<file path="config.mk">
export PLATFORM = sky130hd
export DESIGN_NAME = trap_unit
export DESIGN_NICKNAME = d
export VERILOG_FILES = /design/src/rtl/trap_pkg.sv /design/src/rtl/trap_csr_wval.sv /design/src/rtl/trap_unit.sv
export SDC_FILE = /design/constraint.sdc
export NUM_CORES = 1
export LEC_CHECK = 0
export BUFFER_PORTS_ARGS = -buffer_cell sky130_fd_sc_hd__buf_4
export CELL_PAD_IN_SITES_DETAIL_PLACEMENT = 1
export CELL_PAD_IN_SITES_GLOBAL_PLACEMENT = 1
export CORE_MARGIN = 8
export CORE_UTILIZATION = 44
export DETAILED_ROUTE_END_ITERATION = 8
export HOLD_SLACK_MARGIN = 0.06
export PLACE_DENSITY_LB_ADDON = 0.1
export SYNTH_ARGS = -nofsm -noshare
export SYNTH_HDL_FRONTEND = slang
export SYNTH_SLANG_ARGS = --single-unit
</file>
<file path="constraint.sdc">
create_clock -name clk -period 5 [get_ports clk]
set_clock_uncertainty 0.2 [all_clocks]
set_input_delay 1 -clock clk [delete_from_list [all_inputs] [get_ports clk]]
set_output_delay 1 -clock clk [all_outputs]
set_load 0.05 [all_outputs]
</file>
<file path="src/rtl/trap_pkg.sv">
// Shared constants for the M-mode trap controller: CSR addresses, cause codes,
// csr_op encoding and mstatus/mie/mip bit positions.
// Pure declarations, no logic; no flow control.
package trap_pkg;

  // CSR addresses
  localparam logic [11:0] CSR_MSTATUS  = 12'h300;
  localparam logic [11:0] CSR_MIE      = 12'h304;
  localparam logic [11:0] CSR_MTVEC    = 12'h305;
  localparam logic [11:0] CSR_MSCRATCH = 12'h340;
  localparam logic [11:0] CSR_MEPC     = 12'h341;
  localparam logic [11:0] CSR_MCAUSE   = 12'h342;
  localparam logic [11:0] CSR_MIP      = 12'h344;
  localparam logic [11:0] CSR_MCYCLE   = 12'hB00;

  // Cause codes; the interrupt cause additionally sets the top bit of mcause.
  localparam logic [3:0] CAUSE_ILLEGAL = 4'd2;
  localparam logic [3:0] CAUSE_EBREAK  = 4'd3;
  localparam logic [3:0] CAUSE_ECALL   = 4'd11;
  localparam logic [3:0] CAUSE_MTI     = 4'd7;

  typedef enum logic [1:0] {
    CSR_NONE = 2'b00,
    CSR_RW   = 2'b01,
    CSR_RS   = 2'b10,
    CSR_RC   = 2'b11
  } csr_op_e;

  // Bit positions
  localparam int MSTATUS_MIE  = 3;
  localparam int MSTATUS_MPIE = 7;
  localparam int MSTATUS_MPP  = 11;  // two bits, 12:11, hard-wired to M-mode
  localparam int MIE_MTIE     = 7;
  localparam int MIP_MTIP     = 7;

endpackage

</file>
<file path="src/rtl/trap_csr_wval.sv">
// New CSR value for CSRRW/CSRRS/CSRRC from the old value and the operand.
// Latency: combinational. Backpressure: none.
// Ports: old (current CSR value), wdata (rs1/zimm), op (csr_op_e), wval (value to write).
module trap_csr_wval
  import trap_pkg::*;
#(
  parameter int WIDTH = 64
) (
  input  logic [WIDTH-1:0] old,
  input  logic [WIDTH-1:0] wdata,
  input  csr_op_e          op,
  output logic [WIDTH-1:0] wval
);

  always_comb begin
    wval = old;
    case (op)
      CSR_RW:  wval = wdata;
      CSR_RS:  wval = old | wdata;
      CSR_RC:  wval = old & ~wdata;
      default: wval = old;
    endcase
  end

endmodule

</file>
<file path="src/rtl/trap_unit.sv">
// M-mode trap controller and minimal CSR file; drives the fetch redirect.
// Latency: ex/ex_ret/ex_entry/csr_rdata combinational in the commit cycle; CSR state at next posedge.
// Backpressure: none; one commit per cycle, the core never stalls this block.
// Ports: clk/rst (sync, active-high); inst_valid/inst_pc/is_* decode flags; csr_op/csr_addr/
//        csr_wdata in, csr_rdata out (pre-write value); irq_timer level; ex/ex_entry, ex_ret/epc out.
module trap_unit
  import trap_pkg::*;
#(
  parameter int               WIDTH      = 64,
  parameter logic [WIDTH-1:0] TVEC_RESET = 64'h8000_0000
) (
  input  logic             clk,
  input  logic             rst,
  input  logic             inst_valid,
  input  logic [WIDTH-1:0] inst_pc,
  input  logic             is_ecall,
  input  logic             is_ebreak,
  input  logic             is_mret,
  input  logic             is_illegal,
  input  logic [1:0]       csr_op,
  input  logic [11:0]      csr_addr,
  input  logic [WIDTH-1:0] csr_wdata,
  output logic [WIDTH-1:0] csr_rdata,
  input  logic             irq_timer,
  output logic             ex,
  output logic [WIDTH-1:0] ex_entry,
  output logic             ex_ret,
  output logic [WIDTH-1:0] epc
);

  logic             mst_mie, mst_mpie, mie_mtie;
  logic [WIDTH-1:0] mtvec, mscratch, mepc, mcause, mcycle;

  logic [WIDTH-1:0] csr_old, csr_new, trap_cause, tvec_base;
  logic             csr_writable, csr_we, irq_take, exc_take;

  // Read mux; csr_writable excludes read-only mip and unknown addresses.
  always_comb begin
    csr_old      = '0;
    csr_writable = 1'b1;
    case (csr_addr)
      CSR_MSTATUS: begin
        csr_old[MSTATUS_MIE]                 = mst_mie;
        csr_old[MSTATUS_MPIE]                = mst_mpie;
        csr_old[MSTATUS_MPP+1:MSTATUS_MPP]   = 2'b11;
      end
      CSR_MIE:      csr_old[MIE_MTIE] = mie_mtie;
      CSR_MTVEC:    csr_old = mtvec;
      CSR_MSCRATCH: csr_old = mscratch;
      CSR_MEPC:     csr_old = mepc;
      CSR_MCAUSE:   csr_old = mcause;
      CSR_MCYCLE:   csr_old = mcycle;
      CSR_MIP: begin
        csr_old[MIP_MTIP] = irq_timer;
        csr_writable      = 1'b0;
      end
      default:      csr_writable = 1'b0;
    endcase
  end

  trap_csr_wval #(.WIDTH(WIDTH)) u_wval (
    .old   (csr_old),
    .wdata (csr_wdata),
    .op    (csr_op_e'(csr_op)),
    .wval  (csr_new)
  );

  // MIE is sampled from the register, so a CSR write setting it only
  // affects later instructions.
  assign irq_take = inst_valid & mst_mie & mie_mtie & irq_timer;
  assign exc_take = inst_valid & (is_illegal | is_ebreak | is_ecall);

  assign ex     = ~rst & (irq_take | exc_take);
  assign ex_ret = ~rst & inst_valid & is_mret & ~ex;
  assign csr_we = ~rst & inst_valid & (csr_op != CSR_NONE) & csr_writable & ~ex & ~ex_ret;

  always_comb begin
    trap_cause = '0;
    if (irq_take) begin
      trap_cause[WIDTH-1] = 1'b1;
      trap_cause[3:0]     = CAUSE_MTI;
    end else if (is_illegal) begin
      trap_cause[3:0] = CAUSE_ILLEGAL;
    end else if (is_ebreak) begin
      trap_cause[3:0] = CAUSE_EBREAK;
    end else begin
      trap_cause[3:0] = CAUSE_ECALL;
    end
  end

  // Vectored mode offsets interrupts by 4*cause; exceptions always go to base.
  assign tvec_base = {mtvec[WIDTH-1:2], 2'b00};
  assign ex_entry  = (mtvec[1:0] == 2'b01 && irq_take)
                   ? tvec_base + (WIDTH'(CAUSE_MTI) << 2) : tvec_base;

  assign csr_rdata = rst ? '0 : csr_old;
  assign epc       = mepc;

  always_ff @(posedge clk) begin
    if (rst) begin
      mst_mie  <= 1'b0;
      mst_mpie <= 1'b0;
      mie_mtie <= 1'b0;
      mtvec    <= TVEC_RESET;
      mscratch <= '0;
      mepc     <= '0;
      mcause   <= '0;
      mcycle   <= '0;
    end else begin
      // Write to mcycle overrides this cycle's increment.
      if (csr_we && csr_addr == CSR_MCYCLE) mcycle <= csr_new;
      else                                  mcycle <= mcycle + 1'b1;

      if (ex) begin
        mepc     <= inst_pc;
        mcause   <= trap_cause;
        mst_mpie <= mst_mie;
        mst_mie  <= 1'b0;
      end else if (ex_ret) begin
        mst_mie  <= mst_mpie;
        mst_mpie <= 1'b1;
      end else if (csr_we) begin
        case (csr_addr)
          CSR_MSTATUS: begin
            mst_mie  <= csr_new[MSTATUS_MIE];
            mst_mpie <= csr_new[MSTATUS_MPIE];
          end
          CSR_MIE:      mie_mtie <= csr_new[MIE_MTIE];
          CSR_MTVEC:    mtvec    <= csr_new;
          CSR_MSCRATCH: mscratch <= csr_new;
          CSR_MEPC:     mepc     <= {csr_new[WIDTH-1:2], 2'b00};
          CSR_MCAUSE:   mcause   <= csr_new;
          default: ;
        endcase
      end
    end
  end

endmodule

</file>
==> results.json <==
{
  "outcome": "complete, no violations",
  "met3_usage": 0.08239,
  "stdcell_count": 3088,
  "row_count": 73,
  "cp_max_fo": 7,
  "rsz0062_at_grt": "false",
  "synth_seq_area_share": 0.3625,
  "grt.busiest_layer": "met2",
  "cp.required_ps": 3800,
  "clock-root-buffer": "clkbuf_16",
  "worst_slew_pin_slew_ps": 1037,
  "path_class": "flop to output pin",
  "cts_setup_buffers": 0,
  "ir_drop_mv": 0.2053,
  "layout_common_cells": "417 x buf_4, 323 x dfxtp_1, 234 x nand3_1",
  "crit_top_cell": "buf_4",
  "power_density_nw_per_um2": 286.4,
  "routedWlPerCell_um": 29.52,
  "grtUsageMet1": 0.4658,
  "antenna_left": 0,
  "cpMaxStageDelayCell": "dfxtp_1",
  "final_layout_size_suffix_gt1_frac": 0.1983,
  "endpoint_kind": "output pin",
  "gp_congestion": 0.9149,
  "grt_pass1_vias": 21474,
  "hpwl_um": 62340,
  "grt_use_total": 0.3679,
  "fp.coreArea_sq_um": 39910,
  "hold_buffers": 0,
  "maxSlewViolCount": 0,
  "r2r_start": "mie_mtie",
  "period_share": 0.9447,
  "numCtsBuffers": 38,
  "clkTransAtPathRegs_ps": 60,
  "grt_pass1_wl_um": 135700,
  "yosys.cell_types.count": 66,
  "holdPathEnd": "mscratch[30]",
  "clockBufferDepth": 3,
  "crit_chain": "and4_1 -> nand3_1 -> nor4_1 -> buf_4 -> nand3_1 -> buf_4 -> nor4b_1 -> buf_4 -> nand3_1 -> xnor2_1 -> buf_4",
  "slew_headroom": 0.3084,
  "period_needed_ps": 4724,
  "max_stage_delay_ps": 480,
  "initial_core_util": 0.4469,
  "fp.dieW_um": 217.3,
  "reg2reg_to": "mcause[9]",
  "insertion_delay_ps": 540,
  "setup_tns_ps": 0,
  "max_freq_mhz": 211.7,
  "whs_path_depth": 2,
  "leakage_nw": 7.943,
  "vias": 21046,
  "setup_viol": 0,
  "rrSetupSlack_ps": 1320,
  "ios": 344,
  "arrival_ps": 3520,
  "drc": 0,
  "io_buffers": 341,
  "synth-seq-cells": 323,
  "grt_max_degree": 105,
  "fp.dieH_um": 217.3,
  "worstHoldStart": "mscratch[30]",
  "dp.cells": 3021,
  "first_pass_iters": 6,
  "layout_commonest_cell": "buf_4",
  "wirelength_um": 91150,
  "r2r_cells": 7,
  "cts_sinks": 323,
  "final_hold_viol_count": 0,
  "antenna_found_initial": 1,
  "vias_per_cell": 6.815,
  "cts_resized": 0,
  "maxCapViolations": 0,
  "htree_levels": 2,
  "synth_edf_count": 0,
  "avgSynthCellArea_sq_um": 7.796,
  "area_delta_synth_final_pct": 24.10,
  "grt_use_met2": 0.5837,
  "crit_path_start_kind": "flop",
  "hp-class": "flop to flop",
  "num-nets-final": 2688,
  "overflow": 0,
  "synth_warnings": 0,
  "cts_tree": "done",
  "fp.dieArea_sq_um": 47240,
  "drtIter0Drc": 2054,
  "ys.flop_type": "dfxtp_1",
  "syn-instance-count": 2288,
  "async_flop_share": 0,
  "syn_area_sq_um": 17840
}
## kinds of logic (layout without fill, tap and decap cells)
family / count (synthesis) / in the layout / synth area share
simple gates: 792 / 792 / 0.2165
compound gates: 785 / 785 / 0.2884
fa+ha+maj: 2 / 2 / 0.001403
other cells: 1 / 3 / 0.0002102
buf+inv: 237 / 510 / 0.05654
mux: 25 / 25 / 0.01410
flops: 323 / 323 / 0.3625
xor+xnor: 123 / 123 / 0.06040
## worst max-delay path, delay by kind of cell, from the launching register on
kind	cells	cell delay, ps
buffers and inverters	4	860
flip-flops	1	480
XOR/XNOR	1	200
AND/OR/NAND/NOR	6	1440
## layout make-up
class                      instances  area (sq um)
fill                            4893         17780
sequential                       323          6466
timing repair buffer             424          3271
tap                              525         656.9
inverter                          20         80.08
clock buffer                      60          1165
clock inverter                     6         61.31
multi-input combinational       1729         10430
antenna                            1         2.502
## registers in the layout, indices dropped and copies added (netlist names)
register / count
mtvec: 64
epc: 64
mscratch: 64
mst_mpie: 1
mst_mie: 1
mie_mtie: 1
mcause: 64
mcycle: 64
## worst max path at each step
stage                           start      endpoint  cells after the start  slack (ps)
final                        mtvec[9]  ex_entry[63]                     11         280
after floorplan            inst_valid  ex_entry[54]                      7         200
after CTS                    mtvec[9]  ex_entry[63]                     11         300
after global placement    csr_addr[5]  csr_rdata[5]                      7         600
after global routing         mtvec[9]  ex_entry[43]                      9         110
after detailed placement   inst_valid  ex_entry[56]                     10         540
## power by group
| part | leakage [nW] | switching, mW | total (mW) | internal, mW |
|---|---|---|---|---|
| clock | 0.602 | 1.15 | 2.79 | 1.64 |
| combinational | 4.73 | 0.614 | 0.876 | 0.262 |
| sequential | 2.61 | 0.0519 | 2.67 | 2.62 |
## Yosys cell counts, drive strengths merged, types with 11 or more instances
cell,number,share of area
a2111oi,11,0.0054
a211oi,39,0.016
a21oi,86,0.024
a221oi,26,0.013
a22o,16,0.0079
a22oi,135,0.057
a31oi,22,0.0077
a32oi,23,0.011
and3,44,0.015
buf,80,0.023
clkbuf,137,0.029
dfxtp,323,0.36
inv,20,0.0042
mux2i,24,0.013
nand2,147,0.031
nand3,235,0.066
nand4,39,0.014
nor2,195,0.041
nor2b,17,0.0060
nor3,36,0.010
nor4,16,0.0068
o21ai,252,0.071
o221ai,14,0.0069
o22ai,70,0.025
o2bb2ai,39,0.019
xnor2,84,0.041
xor2,39,0.019
## through the flow
| step | hold WS [ps] | power (mW) | instance area (sq um) | util | setup slack, ps |
|---|---|---|---|---|---|
| after CTS | 263.8 | 6.324 | 22130 | 0.5545 | 303.4 |
| after detailed placement | 255.8 | 3.579 | 20910 | 0.5238 | 540.8 |
| after global routing | 287.2 | 6.481 | 22130 | 0.5545 | 107.4 |
| after global placement | 238.9 | 3.563 | 20910 | 0.5238 | 596.3 |
| after floorplan | 224.7 | 3.171 | 17840 | - | 200.9 |
| final | 265.2 | 6.339 | 22140 | 0.5546 | 276.5 |
## layer usage
layer	routed length [um]	vias to the layer above
li1	-	9078
met1	36490	10427
met2	40670	1250
met3	9168	289
met4	4807	2
met5	11	-
No activity file was read; power rests on OpenSTA's default activity.
